--- config.mk ---
export PLATFORM = sky130hd
export DESIGN_NAME = mmr_arbiter_flat
export DESIGN_NICKNAME = d
export VERILOG_FILES = /design/src/rtl/mmr_arbiter_if.sv /design/src/rtl/mmr_arbiter.sv /design/src/flat_wrapper.sv
export SDC_FILE = /design/constraint.sdc
export NUM_CORES = 1
export LEC_CHECK = 0
export ABC_AREA = 1
export BUFFER_PORTS_ARGS = -buffer_cell sky130_fd_sc_hd__buf_2
export CAP_MARGIN = 40
export CELL_PAD_IN_SITES_DETAIL_PLACEMENT = 0
export CELL_PAD_IN_SITES_GLOBAL_PLACEMENT = 1
export CORE_MARGIN = 3
export CORE_UTILIZATION = 30
export CTS_CLUSTER_DIAMETER = 80
export DETAILED_ROUTE_END_ITERATION = 8
export GPL_TIMING_DRIVEN = 0
export PLACE_DENSITY_LB_ADDON = 0.1
export REMOVE_ABC_BUFFERS = 1
export SYNTH_ARGS = -nofsm -noshare
export SYNTH_HDL_FRONTEND = slang
export SYNTH_SLANG_ARGS = --single-unit
--- constraint.sdc ---
create_clock -name clk -period 1.6 [get_ports clk]
set_input_delay 0.08 -clock clk [delete_from_list [all_inputs] [get_ports clk]]
set_output_delay 0.08 -clock clk [all_outputs]
set_load 0.005 [all_outputs]
--- src/rtl/mmr_arbiter_if.sv ---
// Shared MMR bus port: the arbiter drives the access, and the addressed target
// returns read data and, in timeout builds, a ready strobe.
interface mmr_arbiter_if;
   logic        bus_en;
   logic        bus_rw;
   logic [31:0] bus_addr;
   logic [31:0] bus_wdata;
   logic [31:0] bus_rdata;
   logic        bus_rdy;

   modport master (
      output bus_en, bus_rw, bus_addr, bus_wdata,
      input  bus_rdata, bus_rdy
   );

   modport slave (
      input  bus_en, bus_rw, bus_addr, bus_wdata,
      output bus_rdata, bus_rdy
   );
endinterface

--- src/rtl/mmr_arbiter.sv ---
// Two-requester round-robin arbiter and access sequencer for one shared MMR bus port.
// Optional feature macro MMR_ARB_TIMEOUT_EN: bus_rdy-terminated access with TIMEOUT abort.
module mmr_arbiter #(
   parameter int unsigned HOLD    = 1,
   parameter int unsigned TIMEOUT = 16
) (
   input  logic        clk,
   input  logic        reset_n,
   input  logic        req0,
   input  logic        rw0,
   input  logic [31:0] addr0,
   input  logic [31:0] wdata0,
   output logic [31:0] rdata0,
   output logic        ack0,
   output logic        err0,
   input  logic        req1,
   input  logic        rw1,
   input  logic [31:0] addr1,
   input  logic [31:0] wdata1,
   output logic [31:0] rdata1,
   output logic        ack1,
   output logic        err1,
   mmr_arbiter_if.master bus
);

   typedef enum logic [1:0] {
      IDLE   = 2'd0,
      ACCESS = 2'd1,
      DONE   = 2'd2
   } state_t;

`ifdef MMR_ARB_TIMEOUT_EN
   localparam logic [7:0] WINDOW_LOAD = 8'(TIMEOUT - 1);
`else
   localparam logic [7:0] WINDOW_LOAD = 8'(HOLD - 1);
`endif

   state_t      state;
   logic        last;
   logic        sel;
   logic [7:0]  count;
   logic        bus_en_q;
   logic        bus_rw_q;
   logic [31:0] bus_addr_q;
   logic [31:0] bus_wdata_q;

   logic        grant1;
   logic        access_end;
   logic        access_to;
   logic [31:0] rd_value;

   // With both requesting, requester 1 wins only when requester 0 was served last.
   assign grant1 = req1 & (~req0 | ~last);

`ifdef MMR_ARB_TIMEOUT_EN
   assign access_end = bus.bus_rdy | (count == 8'd0);
   assign access_to  = ~bus.bus_rdy & (count == 8'd0);
`else
   logic unused_rdy;
   assign unused_rdy = bus.bus_rdy;
   assign access_end = (count == 8'd0);
   assign access_to  = 1'b0;
`endif

   assign rd_value = access_to ? 32'hFFFF_FFFF : bus.bus_rdata;

   assign bus.bus_en    = bus_en_q;
   assign bus.bus_rw    = bus_rw_q;
   assign bus.bus_addr  = bus_addr_q;
   assign bus.bus_wdata = bus_wdata_q;

   // NOTE: every output is a flop cleared by the async reset, so reset forces
   // them low in the same cycle; sequential state uses non-blocking assignments only.
   always_ff @(posedge clk or negedge reset_n) begin
      if (!reset_n) begin
         state       <= IDLE;
         last        <= 1'b1;
         sel         <= 1'b0;
         count       <= 8'd0;
         bus_en_q    <= 1'b0;
         bus_rw_q    <= 1'b0;
         bus_addr_q  <= 32'd0;
         bus_wdata_q <= 32'd0;
         rdata0      <= 32'd0;
         rdata1      <= 32'd0;
         ack0        <= 1'b0;
         ack1        <= 1'b0;
         err0        <= 1'b0;
         err1        <= 1'b0;
      end else begin
         ack0 <= 1'b0;
         ack1 <= 1'b0;
         err0 <= 1'b0;
         err1 <= 1'b0;
         case (state)
            IDLE: begin
               if (req0 | req1) begin
                  sel         <= grant1;
                  last        <= grant1;
                  bus_en_q    <= 1'b1;
                  bus_rw_q    <= grant1 ? rw1 : rw0;
                  bus_addr_q  <= grant1 ? addr1 : addr0;
                  bus_wdata_q <= grant1 ? wdata1 : wdata0;
                  count       <= WINDOW_LOAD;
                  state       <= ACCESS;
               end
            end
            ACCESS: begin
               if (access_end) begin
                  bus_en_q <= 1'b0;
                  if (!bus_rw_q) begin
                     if (sel) rdata1 <= rd_value;
                     else     rdata0 <= rd_value;
                  end
                  if (sel) begin
                     ack1 <= 1'b1;
                     err1 <= access_to;
                  end else begin
                     ack0 <= 1'b1;
                     err0 <= access_to;
                  end
                  state <= DONE;
               end else begin
                  count <= count - 8'd1;
               end
            end
            DONE:    state <= IDLE;
            default: state <= IDLE;
         endcase
      end
   end

   hold_legal: assert property (@(posedge clk) disable iff (!reset_n)
      (HOLD >= 1) && (HOLD <= 255))
      else $error("mmr_arbiter: HOLD out of range 1..255");

`ifdef MMR_ARB_TIMEOUT_EN
   timeout_legal: assert property (@(posedge clk) disable iff (!reset_n)
      (TIMEOUT >= 1) && (TIMEOUT <= 255))
      else $error("mmr_arbiter: TIMEOUT out of range 1..255");
`endif

   ack_exclusive: assert property (@(posedge clk) disable iff (!reset_n)
      !(ack0 && ack1))
      else $error("mmr_arbiter: both acks high");

   err_with_ack: assert property (@(posedge clk) disable iff (!reset_n)
      (err0 |-> ack0) and (err1 |-> ack1))
      else $error("mmr_arbiter: err without ack");

   bus_stable: assert property (@(posedge clk) disable iff (!reset_n)
      (state == ACCESS && !access_end) |=> ($stable(bus_addr_q) && $stable(bus_rw_q)
                                            && $stable(bus_wdata_q) && bus_en_q))
      else $error("mmr_arbiter: bus changed inside access window");

endmodule

--- src/flat_wrapper.sv ---
// flat-port wrapper written by rule: the top's interface ports become plain ports
module mmr_arbiter_flat 
#(
   parameter int unsigned HOLD    = 1,
   parameter int unsigned TIMEOUT = 16
)
  (clk, reset_n, req0, rw0, addr0, wdata0, rdata0, ack0, err0, req1, rw1, addr1, wdata1, rdata1, ack1, err1, bus_bus_en, bus_bus_rw, bus_bus_addr, bus_bus_wdata, bus_bus_rdata, bus_bus_rdy);
  mmr_arbiter_if bus_i ();
  input  logic clk;
  input  logic reset_n;
  input  logic req0;
  input  logic rw0;
  input  logic [31:0] addr0;
  input  logic [31:0] wdata0;
  output logic [31:0] rdata0;
  output logic ack0;
  output logic err0;
  input  logic req1;
  input  logic rw1;
  input  logic [31:0] addr1;
  input  logic [31:0] wdata1;
  output logic [31:0] rdata1;
  output logic ack1;
  output logic err1;
  output wire logic [$bits(bus_i.bus_en)-1:0] bus_bus_en;
  output wire logic [$bits(bus_i.bus_rw)-1:0] bus_bus_rw;
  output wire logic [$bits(bus_i.bus_addr)-1:0] bus_bus_addr;
  output wire logic [$bits(bus_i.bus_wdata)-1:0] bus_bus_wdata;
  input wire logic [$bits(bus_i.bus_rdata)-1:0] bus_bus_rdata;
  input wire logic [$bits(bus_i.bus_rdy)-1:0] bus_bus_rdy;
  assign bus_bus_en = bus_i.bus_en;
  assign bus_bus_rw = bus_i.bus_rw;
  assign bus_bus_addr = bus_i.bus_addr;
  assign bus_bus_wdata = bus_i.bus_wdata;
  assign bus_i.bus_rdata = bus_bus_rdata;
  assign bus_i.bus_rdy = bus_bus_rdy;
  mmr_arbiter #(.HOLD(HOLD), .TIMEOUT(TIMEOUT)) u_core (.clk(clk), .reset_n(reset_n), .req0(req0), .rw0(rw0), .addr0(addr0), .wdata0(wdata0), .rdata0(rdata0), .ack0(ack0), .err0(err0), .req1(req1), .rw1(rw1), .addr1(addr1), .wdata1(wdata1), .rdata1(rdata1), .ack1(ack1), .err1(err1), .bus(bus_i));
endmodule
==> results of run 1 <==
==> registers in the layout, summed over array words and instances, names as in the netlist <==
signal and flops:
u_core.rdata1 32, u_core.ack1 1, u_core.bus.bus_wdata 32, u_core.bus.bus_rw 1
u_core.bus.bus_addr 32, u_core.last 1, u_core.rdata0 32, u_core.count 8
u_core.state 2, u_core.ack0 1, u_core.bus.bus_en 1, u_core.sel 1
==> Yosys cell counts <==
cell and number:
buf_2 6, nand4_4 2, inv_2 3, xnor2_1 1
dfrtp_1 143, xor2_1 2, o21ai_0 40, nand2_1 162
o21ai_4 1, conb_1 1, buf_4 3, dfstp_2 1
nor2_4 2, nand4_1 3, clkbuf_1 21, buf_6 12
nor2_2 1, nor2_8 1, ha_1 2, nor2_1 82
inv_1 44, nand3_2 1, nand3_1 3, o21ai_2 31
o21ai_1 125, o22ai_1 1, nor3_2 1, nand2_4 1
==> power by group <==
group | leakage, nW | switching (mW) | total [mW] | internal [mW]
clock | 0.275 | 1.72 | 3.96 | 2.24
combinational | 3.53 | 4.31 | 8.25 | 3.94
sequential | 1.70 | 1.01 | 6.47 | 5.46
==> logic make-up (layout without fill, tap and decap cells) <==
group / count (synthesis) / after routing / synth area share
simple gates: 259 / 261 / 0.170
compound gates: 198 / 198 / 0.178
flops: 144 / 144 / 0.573
buf+inv: 89 / 578 / 0.0704
xor+xnor: 3 / 3 / 0.00417
fa+ha+maj: 2 / 2 / 0.00397
other cells: 1 / 2 / 0.000596
==> repair_timing <==
action,in CTS,in global routing
pin swaps,5,3
endpoints found under the hold margin,201,0
cloned,8,2
resized for setup,34,32
endpoints found under the setup margin,141,70
setup buffers,17,6
hold buffers,163,0
==> final cells by class <==
class	instances	area (um2)
clock buffers	18	439
clock inverters	14	144
fillers	1935	9520
inverters	47	196
multi-input cells	466	2410
flip-flops and latches	144	3610
well taps	270	338
repair buffers	499	3770
==> worst max path at each step <==
stage	endpoint	slack [ns]	depth (start not counted)
6_report	u_core.rdata0[30]	0.04	9
5_1_grt	u_core.rdata0[5]	-0.03	9
4_1_cts	u_core.bus.bus_addr[22]	0.02	6
3_5_place_dp	u_core.bus.bus_addr[29]	-0.82	7
3_3_place_gp	u_core.count[1]	-4.72	5
2_1_floorplan	u_core.count[1]	-1.77	5
==> per-stage QoR <==
step | hold slack, ns | utilization
finish | 0.268 | 0.534
global route | 0.271 | 0.534
floorplan | -0.216 | -
detailed placement | 0.158 | 0.394
CTS | 0.262 | 0.525
global placement | 0.340 | 0.385
==> layer usage <==
metal	vias up	share of wire	track usage
li1	3235	-	-
met1	3023	0.42	0.250
met2	237	0.49	0.345
met3	18	0.079	0.0616
met4	0	0.013	0.0535
met5	-	0	0
==> results.cfg, run 1 <==
[status]
status = complete, no violations

[route]
routed-via-count = 6513
finalWirelength_mm = 23.1
detailedRoute.firstIterationViolations = 211
drt_pre_antenna_iters = 4
drc_errors = 0
post_drt_via_cell_ratio = 4.47
antenna_violating_nets_left = 0
routedWlPerCell_um = 15.9

[place]
dpl.cell_count = 1231
post_dp_cell_area_um2 = 8060
detailedPlace.worstSlack_ns = -0.825
placement.io_buffers = 297
detailed_place_hpwl_mm = 14.2
routabilityCongestion = 0.727

[final_layout]
antenna-diode-count = 0
area_growth_syn_to_layout_pct = 73.3
post_layout_nonfiller_instances = 1458
final_common_cell = buf_2
layout.cells.most_common_list = 296 x buf_2, 163 x dlygate4sd3_1, 146 x nand2_1
final_nets = 1344
layout-drive-gt1-share = 0.378
fin_area_um2 = 10900

[floorplanning]
ioPinCount = 301
core.rowCount = 52
chipWidth_um = 151
core_area_um2 = 20400
chipHeight_um = 151
initial_core_util = 0.308
die_area_um2 = 22800

[critical_path]
setup.worst_path.end_class = register
slowest_stage_cell_crit_path = dfrtp_1
r2r-start = u_core.count[1]
timing.critical_path.from = u_core.count[1]
worstPathRequired_ns = 1.91
regToRegEndpoint = u_core.rdata0[30]
reg2reg_depth = 9
worstSetupPathType = reg2reg
critical_path.startpoint_type = register
reg2reg_slack_ns = 0.04
critical_path_arrival_ns = 1.86
crit_buf_inv = 3
cp_max_fo = 6
path_cells = inv_2 > ha_4 > nand3_4 > nor2_8 > nand4_4 > buf_12 > clkbuf_16 > nand2_2 > o21ai_1
worst_path_dominant_cell_family = buffers and inverters
crit_path_max_incr_delay_ns = 0.39

[sta]
fmax_mhz = 641
timing_hold_violations_final = 0
timing.max_slew.rel_slack = 0.530
final.setup_skew_ns = 0.0132
timing.final.setup_violations = 0
post_route_setup_slack_ns = 0.0407
rsz_0062_raised_after_global_routing = yes
worst-slew-pin-transition_ns = 0.705
maxSlewViolCount = 0
layout_worst_path_cycle_share = 0.975
fin_crit_ns = 1.56
final.setup.tns_ns = 0

[clocking]
cts_made_buffers = 17
path_clk_slew_ns = 0.07
cts_tree = yes
ctsRootBufferMaster = clkbuf_16
cts.sink_count = 144
cts_buffer_depth = 2
insertion_delay_ns = 0.42
cts_max_level = 4

[global_routing]
grt_start_max_net_pins = 74
track_usage = 0.202
antenna_found_initial = 0
grt_remaining_overflow = 0
grt_pass1_vias = 6726
wire_length_of_the_first_global_routing_pass_mm = 35.8

[power]
worst_ir_drop_vdd_v = 0.000834
cellPowerDensity_nw_per_um2 = 1710
leakage_power_of_the_design_nw = 5.51
power_mw = 18.7

[synthesis]
synth_largest_area_cell = dfrtp_1
synth.cell_area_um2 = 6290
yosys-top-cells-area = dfrtp_1 57%, o21ai_1 9.9%, nand2_1 9.7%
ys_seq_area_frac = 0.573
synth.distinct_cells = 28
syn_area_per_cell_um2 = 9.04
synthesis.instances = 696
ys_warn_count = 0
synth.ff_latch_count = 144
synth_top_cell_area_share = 0.568

[min_path]
timing.hold.worst.class = in2async

[job]
max_cap_viol_count = 0
No activity file was read; power rests on OpenSTA's default activity.
==> inputs of run 2 (changes only) <==
Settings changed: ABC_AREA 1 to default, CORE_UTILIZATION 30 to 32.
==> run 2 against run 1 <==
Effect of this change: the run now ends with setup timing left; worst setup slack got worse by 0.55 ns; critical endpoint is now u_core.rdata1[31]; count of clock-buffer cells in the layout unchanged; largest cell class unchanged; via count decreased by 8.8%; global-route usage decreased by 0.66 points; clock skew decreased by 0.0028 ns; core utilization increased by 4.2 points; fmax decreased by 26%; sequential share of layout area about the same; clock power decreased by 5.3%; synthesized area decreased by 1.3%; non-clock buffer count increased by 7; register-to-register slack got worse by 0.55 ns.
==> results.cfg, run 2 <==
[floorplanning]
initial_core_util = 0.329
die_area_um2 = 21100
core.rowCount = 50
core_area_um2 = 18900
chipWidth_um = 145
chipHeight_um = 145
ioPinCount = 301

[critical_path]
reg2reg_slack_ns = -0.51
critical_path.startpoint_type = register
regToRegEndpoint = u_core.rdata1[31]
worstPathRequired_ns = 1.90
worst_path_dominant_cell_family = simple AND/OR/NAND/NOR gates
critical_path_arrival_ns = 2.41
slowest_stage_cell_crit_path = or4_4
crit_path_max_incr_delay_ns = 0.56
path_cells = or4_4 > nor4_4 > buf_4 > buf_8 > clkbuf_16 > mux2_4
setup.worst_path.end_class = register
reg2reg_depth = 6
worstSetupPathType = reg2reg
crit_buf_inv = 3
r2r-start = u_core.count[3]
cp_max_fo = 6

[sta]
final.setup_skew_ns = 0.0104
maxSlewViolCount = 0
timing.final.setup_violations = 71
post_route_setup_slack_ns = -0.512
worst-slew-pin-transition_ns = 0.840
layout_worst_path_cycle_share = 1.32
rsz_0062_raised_after_global_routing = yes
timing_hold_violations_final = 0
fin_crit_ns = 2.11
fmax_mhz = 474
timing.hold.ws_ns = 0.00581
timing.max_slew.rel_slack = 0.440

[job]
max_cap_viol_count = 0

[global_routing]
antenna_found_initial = 2
wire_length_of_the_first_global_routing_pass_mm = 33.6
grt_remaining_overflow = 0
track_usage = 0.196
grt_start_max_net_pins = 90
grt_pass1_vias = 6282

[route]
finalWirelength_mm = 21.6
routedWlPerCell_um = 17.0
drt_pre_antenna_iters = 5
detailedRoute.firstIterationViolations = 213
antenna_violating_nets_left = 0
drc_errors = 0
routed-via-count = 5942
post_drt_via_cell_ratio = 4.69

[synthesis]
asyncSetResetFlopFracSynth = 1.00
yosys-top-cells-area = dfrtp_1 58%, o21ai_0 11%, mux2i_1 11%
synth.ff_latch_count = 144
synth_top_cell_area_share = 0.576
ys.flop_type = dfrtp_1
ys_seq_area_frac = 0.580
ys_warn_count = 0
syn_area_per_cell_um2 = 12.4
yosys.cell_count.top_type = dfrtp_1
synth_edf_count = 0
post_synth_most_frequent_cells = 143 x dfrtp_1, 139 x o21ai_0, 69 x mux2i_1
synth_largest_area_cell = dfrtp_1
synthesis.instances = 501
synth.cell_area_um2 = 6220
synth.distinct_cells = 41

[power]
cell_internal_pwr_mw = 11.1
netSwitchingFraction = 0.336
power.share.combinational = 0.403
power_mw = 16.8
cellPowerDensity_nw_per_um2 = 1540
clock_power_share = 0.224
pwr-share-seq = 0.373
worst_ir_drop_vdd_v = 0.000678
p_switching_mw = 5.62
leakage_power_of_the_design_nw = 5.36

[clocking]
cts.sink_count = 144
cts_made_buffers = 17
ctsRootBufferMaster = clkbuf_16
cts_buffer_depth = 2
cts_tree = yes
cts_max_level = 4
insertion_delay_ns = 0.41
path_clk_slew_ns = 0.06

[final_layout]
post_layout_nonfiller_instances = 1267
final_common_cell = buf_2
area_growth_syn_to_layout_pct = 75.2
final_nets = 1162
layout.cells.most_common_list = 295 x buf_2, 156 x dlygate4sd3_1, 139 x dfrtp_1
layout-drive-gt1-share = 0.471
fillerInstances = 1608
postLayoutCoreUtil = 0.576

[status]
violations_in_the_final_reports = setup timing
status = complete, but fails checks

[place]
dpl.cell_count = 1034
detailedPlace.worstSlack_ns = -1.23
placement.io_buffers = 297
routabilityCongestion = 0.780
detailed_place_hpwl_mm = 13.7

[min_path]
min_delay_startpoint = wdata1[17]
timing.hold.worst_endpoint = u_core.bus.bus_wdata[17]
timing.hold.worst_path_depth = 3
timing.hold.worst.class = in2reg
-- run 2: cell types whose count changed in the layout (fill, tap and decap cells not counted), moves of 40 or more --
cell,before,now
inv_1,42,2
mux2i_1,0,68
nand2_1,146,1
nor2_1,81,7
o21ai_0,35,136
o21ai_1,121,2
o21ai_2,40,0
-- run 2: repair_timing --
item                                    in CTS  in global routing
gates resized for setup                     34                 40
setup buffers                               15                 26
endpoints found under the hold margin      214                  0
hold buffers                               156                  0
endpoints found under the setup margin     123                141
pin swaps                                    7                  8
cloned                                       1                  5
-- run 2: worst max path at each step --
stage	startpoint	to	slack, ns	depth (start not counted)
after floorplan	u_core.last	u_core.bus.bus_addr[0]	-3.84	3
after global routing	u_core.count[3]	u_core.rdata1[27]	-0.56	6
final	u_core.count[3]	u_core.rdata1[31]	-0.51	6
after detailed placement	u_core.count[0]	u_core.rdata0[8]	-1.23	7
after global placement	req1	u_core.bus.bus_wdata[6]	-5.61	4
after CTS	u_core.count[1]	u_core.rdata1[17]	-0.48	8
-- run 2: area by class of cell --
type                    count  area (um2)  area share
clock buffers              18         439      0.0403
multi-input cells         320        2680       0.246
inverters                   4        15.0     0.00138
repair buffers            506        3710       0.340
clock inverters            14         118      0.0108
diodes                      1        2.50    0.000230
well taps                 260         325      0.0299
flip-flops and latches    144        3610       0.331
-- run 2: through the flow --
stage          instance area (um2)  setup TNS [ns]
5_1_grt                      10900          -31.16
6_report                     10900          -27.43
3_3_place_gp                  7850         -737.72
3_5_place_dp                  8130          -74.74
2_1_floorplan                 6040         -335.46
4_1_cts                      10500          -31.64
-- run 2: routing by layer --
metal	GRT usage	vias up	wire (um)
met5	0	-	18
met4	0.0679	2	449
met3	0.0660	36	1720
met2	0.321	271	10300
met1	0.243	2820	9120
li1	-	2813	-
-- run 2: power groups by stage --
stage / Combinational, mW / Clock, mW / Sequential (mW)
5_1_grt: 7.44 / 4.01 / 6.49
4_1_cts: 6.24 / 3.86 / 6.20
3_5_place_dp: 5.58 / 0 / 6.22
3_3_place_gp: 5.34 / 0 / 6.16
2_1_floorplan: 2.56 / 0 / 6.33
6_report: 6.75 / 3.75 / 6.26
-- run 2: tightest hold or removal path, cell delays in order --
cell,delay (ns)
buf_2,0.07
mux2i_1,0.08
o21ai_0,0.15
-- run 2: kinds of logic after synthesis --
| family | count (synthesis) | share of synthesized area |
|---|---|---|
| flip-flops | 144 | 0.580 |
| buffers and inverters | 41 | 0.0314 |
| adder cells (fa/ha/maj) | 2 | 0.00403 |
| AND/OR/NAND/NOR | 28 | 0.0302 |
| multiplexers | 134 | 0.229 |
| AO/OA/AOI/OAI | 151 | 0.125 |
| other | 1 | 0.000603 |
